## config.mk

```make
export PLATFORM = sky130hd
export DESIGN_NAME = lut_const_prog
export DESIGN_NICKNAME = d
export VERILOG_FILES = /design/src/rtl/lut_const_prog_pkg.sv /design/src/rtl/lut_const_prog_mem.sv /design/src/rtl/lut_const_prog.sv
export SDC_FILE = /design/constraint.sdc
export NUM_CORES = 1
export LEC_CHECK = 0
export CORE_MARGIN = 10
export CORE_UTILIZATION = 40
export DETAILED_ROUTE_END_ITERATION = 8
export PLACE_DENSITY_LB_ADDON = 0.3
export SLEW_MARGIN = 15
export SYNTH_ARGS = -nofsm -noshare
export SYNTH_HDL_FRONTEND = slang
export SYNTH_SLANG_ARGS = --single-unit
```

## constraint.sdc

```tcl
create_clock -name clk -period 3.6 [get_ports clk]
set_clock_uncertainty 0.15 [all_clocks]
set_input_delay 0.9 -clock clk [delete_from_list [all_inputs] [get_ports clk]]
set_output_delay 0.9 -clock clk [all_outputs]
set_load 0.005 [all_outputs]
```

## src/rtl/lut_const_prog_pkg.sv

```systemverilog
// Shared types and power-on defaults for the programmable constant lookup table.
package lut_const_prog_pkg;

  typedef enum logic [0:0] {
    ST_INIT = 1'b0,
    ST_RUN  = 1'b1
  } lut_state_e;

  // Power-on contents; callers truncate or zero-extend to their data width.
  function automatic logic [31:0] lut_default(input logic [31:0] idx);
    case (idx)
      32'd0:   return 32'd127;
      32'd1:   return 32'd1;
      32'd2:   return 32'd2;
      32'd3:   return 32'd128;
      32'd4:   return 32'd8;
      32'd5:   return 32'd3;
      32'd6:   return 32'd4;
      32'd7:   return 32'd5;
      32'd8:   return 32'd32;
      32'd9:   return 32'd6;
      32'd10:  return 32'd15;
      32'd11:  return 32'd64;
      32'd12:  return 32'd7;
      32'd13:  return 32'd255;
      32'd14:  return 32'd19;
      32'd15:  return 32'd20;
      default: return 32'd0;
    endcase
  endfunction

endpackage

```

## src/rtl/lut_const_prog_mem.sv

```systemverilog
// Table storage: one synchronous write port, one combinational read port, no reset.
module lut_const_mem #(
  parameter int DW = 8,
  parameter int AW = 4
) (
  input  logic          clk,
  input  logic          we_i,
  input  logic [AW-1:0] waddr_i,
  input  logic [DW-1:0] wdata_i,
  input  logic [AW-1:0] raddr_i,
  output logic [DW-1:0] rdata_o
);

  localparam int DEPTH = 2**AW;

  logic [DW-1:0] mem_q [DEPTH];

  // Contents are rebuilt by the owner's INIT walk, so no reset here.
  always_ff @(posedge clk) begin
    if (we_i) begin
      mem_q[waddr_i] <= wdata_i;
    end
  end

  assign rdata_o = mem_q[raddr_i];

endmodule

```

## src/rtl/lut_const_prog.sv

```systemverilog
// Programmable constant LUT: INIT walk loads defaults, RUN serves pipelined
// lookups with write-first bypass and runtime writes.
module lut_const_prog
  import lut_const_prog_pkg::*;
#(
  parameter int DW = 8,
  parameter int AW = 4
) (
  input  logic          clk,
  input  logic          rst_n,
  input  logic [AW:0]   ptr,
  input  logic          rd_en,
  input  logic          wr_en,
  input  logic [AW-1:0] wr_addr,
  input  logic [DW-1:0] wr_data,
  input  logic          reload,
  output logic          ready,
  output logic [DW-1:0] constant,
  output logic          rd_valid,
  output logic          miss
);

  localparam logic [AW-1:0] LAST_IDX = {AW{1'b1}};

  lut_state_e    state_q, state_d;
  logic [AW-1:0] idx_q, idx_d;
  logic          ready_q, ready_d;
  logic          rd_valid_q, rd_valid_d;
  logic          miss_q, miss_d;
  logic [DW-1:0] const_q, const_d;

  logic          run_s;
  logic          wr_take_s;
  logic          rd_take_s;
  logic          mem_we_s;
  logic [AW-1:0] mem_waddr_s;
  logic [DW-1:0] mem_wdata_s;
  logic [DW-1:0] mem_rdata_s;
  logic [DW-1:0] rd_word_s;

  assign run_s     = (state_q == ST_RUN);
  assign wr_take_s = run_s && wr_en && !reload;
  assign rd_take_s = run_s && rd_en;

  // State register and registered outputs.
  always_ff @(posedge clk or negedge rst_n) begin
    if (!rst_n) begin
      state_q    <= ST_INIT;
      idx_q      <= '0;
      ready_q    <= 1'b0;
      rd_valid_q <= 1'b0;
      miss_q     <= 1'b0;
      const_q    <= '0;
    end else begin
      state_q    <= state_d;
      idx_q      <= idx_d;
      ready_q    <= ready_d;
      rd_valid_q <= rd_valid_d;
      miss_q     <= miss_d;
      const_q    <= const_d;
    end
  end

  // Init walk sequencing; reload always restarts from index 0.
  always_comb begin
    state_d = state_q;
    idx_d   = idx_q;
    ready_d = ready_q;
    case (state_q)
      ST_INIT: begin
        if (reload) begin
          idx_d = '0;
        end else if (idx_q == LAST_IDX) begin
          state_d = ST_RUN;
          idx_d   = '0;
          ready_d = 1'b1;
        end else begin
          idx_d = idx_q + AW'(1);
        end
      end
      ST_RUN: begin
        if (reload) begin
          state_d = ST_INIT;
          idx_d   = '0;
          ready_d = 1'b0;
        end else begin
          ready_d = 1'b1;
        end
      end
      default: begin
        state_d = ST_INIT;
        idx_d   = '0;
        ready_d = 1'b0;
      end
    endcase
  end

  // Write port mux: defaults during INIT, accepted runtime writes in RUN.
  always_comb begin
    mem_we_s    = 1'b0;
    mem_waddr_s = wr_addr;
    mem_wdata_s = wr_data;
    if (state_q == ST_INIT) begin
      mem_we_s    = 1'b1;
      mem_waddr_s = idx_q;
      mem_wdata_s = DW'(lut_default(32'(idx_q)));
    end else begin
      mem_we_s    = wr_take_s;
    end
  end

  lut_const_mem #(
    .DW (DW),
    .AW (AW)
  ) u_mem (
    .clk     (clk),
    .we_i    (mem_we_s),
    .waddr_i (mem_waddr_s),
    .wdata_i (mem_wdata_s),
    .raddr_i (ptr[AW-1:0]),
    .rdata_o (mem_rdata_s)
  );

  // Write-first: a same-cycle write to the read index wins over the stored word.
  always_comb begin
    rd_word_s = mem_rdata_s;
    if (wr_take_s && (wr_addr == ptr[AW-1:0])) begin
      rd_word_s = wr_data;
    end else begin
      rd_word_s = mem_rdata_s;
    end
  end

  // Lookup result stage; constant and miss hold when no read is accepted.
  always_comb begin
    rd_valid_d = 1'b0;
    miss_d     = miss_q;
    const_d    = const_q;
    if (rd_take_s) begin
      rd_valid_d = 1'b1;
      if (ptr[AW]) begin
        miss_d  = 1'b0;
        const_d = rd_word_s;
      end else begin
        miss_d  = 1'b1;
        const_d = '0;
      end
    end else begin
      rd_valid_d = 1'b0;
    end
  end

  assign ready    = ready_q;
  assign rd_valid = rd_valid_q;
  assign miss     = miss_q;
  assign constant = const_q;

endmodule

```

==> metrics, run 1 <==
detailed-route wire length per cell around 22 um; Crit path arrival time 2700 ps; largest net degree at the start of global routing 34; final setup vio count 0; final net count 447; clock tree buffer depth 2; Syn Inst Count 363; root buf cell clkbuf_16; starting density of the core 0.412; Post-synth ARST share 0.111; final hold vios 0; Pre-Repair DR Iteration Count 4; final setup TNS 0 ps; hold bufs inserted after CTS 0; Pleak 2.52 nW; num ports 33; Die Y 143 um; required time worst endpoint ~3500 ps; most frequent cell after synthesis edfxtp_1; Core ar. around 15000 sq um; RSZ-0062 raised after global routing no; reg2reg setup slack 830 ps; hold path cells 1; initial antenna violation count 0; max-slew violation count 0; DRC 0; Worst-Skew Late Latency 420 ps; GP Congestion between 0.8 and 0.9; TritonCTS clock tree yes; crit end category flop; Hold Crit Endpoint ready; Tightest Pin Transition 802 ps; post-CTS sizing 0; Unique masters post-synth 35; min-delay src ready; synth cell count leaders edfxtp_1, mux4_2, nor2_1; gr usage total 0.139; Worst VDD drop approximately 0.40 mV; initial DRC count 377; total gr overflow 0; max_slew headroom 0.466; diodes inserted 0; status finished, final reports clean; fraction of layout cells with a size suffix above 1 0.205; NetSw 0.869 mW; port bufs 32; worst r2r path cells 6; sequential share of power 0.494; Final HPWL DP slightly above 9000 um; Power Dens Cells 544 nW/um^2; Worst Hold Margin approximately 330 ps; register area share after synthesis 0.701; clock sinks about 140; top-area cell type share of the netlist area 0.635; Worst-path clk slew 60 ps; Worst Setup Start Kind flop; post-CTS setup buffer count 0; Die ar. 20500 sq um; vias post-DR 3370; Clock H-tree levels 4; Post-synth top flop edfxtp_1; Worst Hold Class reg -> reg; Post-synth EDFFs 128; Mapped Nets 393; post-synthesis area per instance about 17 sq um; R2R Path End u_mem.mem_q[5][1]; Final min period 2770 ps; row count 44; Worst R2R Start idx_q[0]; Yosys top cell by area edfxtp_1; Critical Path Fanout Max 16; clock share of power 0.415; DRT Wirelength 13500 um; #FFs+latches synth 144; critical path class reg -> reg; P_int 3.08 mW; number of global-route vias before repair 3452; part of the cycle the worst path needs 0.769; Max Clk Rate approximately 0.36 GHz; vias per cell 5.50; Post-DRT Antenna Nets 0; YS warnings 0; Synth-to-Final Area Change 19.9%; chip width 143 um; first-pass GRT wire length 20900 um; max cap viols 0; TritonCTS Buffers 17; synthesized area 6050 sq um; logic gate share of total power 0.091; switching part of the total 0.220; synth top area cells edfxtp_1, mux4_2, dfrtp_1
-- worst max path at each step --
stage | cells after the start | start | endpoint
6_report | 6 | idx_q[0] | u_mem.mem_q[5][1]
5_1_grt | 6 | idx_q[0] | u_mem.mem_q[13][1]
4_1_cts | 6 | idx_q[0] | u_mem.mem_q[13][1]
3_5_place_dp | 3 | wr_data[1] | u_mem.mem_q[14][1]
3_3_place_gp | 5 | idx_q[0] | u_mem.mem_q[14][0]
2_1_floorplan | 5 | idx_q[0] | u_mem.mem_q[0][2]
-- metrics by stage --
stage          total power [mW]  cell area (sq um)  setup slack (ps)  cells  utilization
4_1_cts                    3.99               7260               692    613        0.494
6_report                   3.95               7260               832    613        0.494
3_5_place_dp               2.35               6710               668    582        0.456
5_1_grt                    4.10               7260               627    613        0.494
3_3_place_gp               2.34               6700               627    582        0.455
2_1_floorplan              2.18               6050              1030    363            -
-- per-layer routing --
| metal | share of wire | track usage | up-vias |
|---|---|---|---|
| met5 | 0 | 0 | - |
| met4 | 0.0099 | 0.0434 | 0 |
| met3 | 0.11 | 0.0670 | 13 |
| met2 | 0.46 | 0.205 | 118 |
| met1 | 0.42 | 0.178 | 1711 |
| li1 | - | - | 1528 |
-- power groups by stage --
| stage | logic [mW] | registers, mW | clock network, mW |
|---|---|---|---|
| CTS | 0.364 | 1.95 | 1.68 |
| global placement | 0.354 | 1.98 | 0 |
| detailed placement | 0.363 | 1.98 | 0 |
| finish | 0.358 | 1.95 | 1.64 |
| floorplan | 0.200 | 1.98 | 0 |
| global route | 0.393 | 1.96 | 1.76 |
-- flip-flops by register name, indices dropped and copies added, names as in the netlist --
register,flops
u_mem.mem_q,128
constant,8
ready,1
miss,1
run_s,1
idx_q,4
rd_valid,1
-- worst max-delay path, stage by stage (launching register included) --
cell	delay, ps
dfrtp_1	560
inv_1	220
ha_1	350
mux2i_1	160
nor2_1	50
a2111oi_0	650
a21oi_2	290
-- final cells by class --
cell class | count | area (sq um)
multi-input combinational | 181 | 1660
clock inverter | 12 | 119
sequential | 144 | 4240
tap | 184 | 230
timing repair buffer | 54 | 505
fill | 1186 | 7440
clock buffer | 19 | 433
inverter | 19 | 71.3
-- logic make-up after synthesis --
| kind of cell | share of synthesized area |
|---|---|
| AOI/OAI and AO/OA | 0.0645 |
| muxes | 0.130 |
| xor gates and xnor gates | 0.00579 |
| adders and majority gates | 0.0165 |
| buffers and inverters | 0.0275 |
| DFF | 0.701 |
| and+or+nand+nor | 0.0548 |
-- layout by cell type (no fill, tap or decap), drive strengths merged, types with 3 or more instances in the layout --
cell type	synthesis	layout
edfxtp	128	128
mux4	34	34
nor2	34	34
clkdlybuf4s50	0	31
nand2	25	25
buf	8	23
inv	19	20
clkbuf	11	19
a22o	16	16
dfrtp	16	16
a21oi	10	10
o21ai	10	10
o221ai	8	8
ha	8	8
clkinv	0	7
nor3	6	6
xnor2	4	4
nor2b	3	3
(Power assumes the default switching activity.)
==> run 2: changes to the inputs <==
==> constraint.sdc (replaced) <==
create_clock -name clk -period 2.35 [get_ports clk]
set_clock_uncertainty 0.15 [all_clocks]
set_input_delay 0.5875 -clock clk [delete_from_list [all_inputs] [get_ports clk]]
set_output_delay 0.5875 -clock clk [all_outputs]
set_load 0.005 [all_outputs]
==> metrics, run 2 (synthesized netlist as in run 1, its figures left out) <==
commonest non-fill, non-tap cells in the layout edfxtp_1, buf_4, mux4_2, nor2_1, clkdlybuf4s50_1; total gr overflow 0; initial DRC count ~360; final setup vio count 0; Fill cells 1210; Pleak 2.63 nW; clock tree buffer depth 2; Crit path arrival time between 2000 and 2500 ps; Worst Setup Start Kind input port; most common cell after layout, fill and taps aside edfxtp_1; Tightest Pin Transition 630 ps; Worst-Skew Late Latency 420 ps; vias post-DR 3456; crit end category flop; Post-Route Utilization 0.506; Worst-path clk slew 60 ps; Worst R2R Start idx_q[0]; Final Instance Area 7430 sq um; Placed Instance Area 6830 sq um; Post-DRT Antenna Nets 0; clock sinks about 140; gr usage total 0.145; max-slew violation count 0; Die ar. 20500 sq um; Final min period 2180 ps; Max Clk Rate 0.459 GHz; post-CTS setup buffer count 0; Critical Path Fanout Max 33; diodes inserted 0; worst r2r path cells 7; Core ar. between 10000 and 15000 sq um; port bufs 32; TritonCTS Buffers 17; GP Congestion 0.885; largest net degree at the start of global routing 34; Die Y 143 um; Worst Hold Class in -> async; Clock H-tree levels 4; vias per cell between 5 and 6; part of the cycle the worst path needs 0.927; max_slew headroom 0.579; required time worst endpoint 2520 ps; row count 44; fraction of layout cells with a size suffix above 1 0.230; Final HPWL DP between 9000 and 10000 um; TritonCTS clock tree yes; num ports 33; number of global-route vias before repair ~3.6k; final net count 465; detailed-route wire length per cell 21.9 um; reg2reg setup slack 180 ps; DRT Wirelength between 10000 and 15000 um; first-pass GRT wire length 21600 um; final setup margin 172 ps; DRC 0; root buf cell clkbuf_16; Post-Place Worst Slack -222 ps; Reg with most FFs u_mem.mem_q; critical path class in -> reg; max cap viols 0; Pre-Repair DR Iteration Count 4; final setup TNS 0 ps; starting density of the core 0.412; chip width about 140 um; status finished, final reports clean; RSZ-0062 raised after global routing no; R2R Path End u_mem.mem_q[8][1]; Worst VDD drop roughly 0.59 mV; max reg flops 128; initial antenna violation count 0; Power Dens Cells 846 nW/um^2; Synth-to-Final Area Change 22.8%; final hold vios 0
run 2: what timing repair did:
action,4_1_cts,5_1_grt
gates resized for setup,0,1
endpoints found under the setup margin,0,16
hold buffers,0,0
run 2: through the flow:
stage               total power [mW]  hold slack, ps  std cells
floorplan                       3.34             142        363
global placement                3.61             312        600
detailed placement              3.62             321        600
CTS                             6.35             334        632
global route                    6.52             336        632
finish                          6.29             328        632
run 2: how the worst max path moves through the flow:
stage          startpoint                end  slack, ps  cells after the start
2_1_floorplan    idx_q[0]  u_mem.mem_q[0][2]         50                      5
3_3_place_gp       ptr[3]        constant[5]       -190                      6
3_5_place_dp       ptr[3]        constant[5]       -220                      6
4_1_cts          idx_q[0]  u_mem.mem_q[8][1]        130                      7
5_1_grt          idx_q[0]  u_mem.mem_q[8][1]         40                      7
6_report           ptr[3]        constant[1]        170                      6
run 2: area by class of cell:
| cell class | instances | area (sq um) | area share |
|---|---|---|---|
| flip-flops and latches | 144 | 4240 | 0.571 |
| repair buffers | 72 | 641 | 0.0862 |
| multi-input cells | 181 | 1650 | 0.221 |
| well taps | 184 | 230 | 0.0310 |
| clock inverters | 13 | 168 | 0.0226 |
| clock buffers | 19 | 433 | 0.0582 |
| inverters | 19 | 71.3 | 0.00960 |
run 2: routing by layer:
layer  GRT usage  share of wire
met5           0              0
met1       0.181           0.44
met2       0.234           0.50
met3      0.0494          0.051
met4      0.0434          0.013
run 2: report_power, final:
group          internal (mW)  total, mW  leakage [nW]  switching [mW]
logic                  0.250      0.584         0.957           0.335
clock network           1.76       2.72         0.293           0.967
registers               2.95       2.98          1.38          0.0268
total                   4.96       6.29          2.63            1.33
run 2: worst max-delay path, cell delays in order:
cell	delay [ps]
clkdlybuf4s50_1	510
buf_12	240
xnor2_1	150
nand4_1	120
or3_1	470
o221ai_1	250
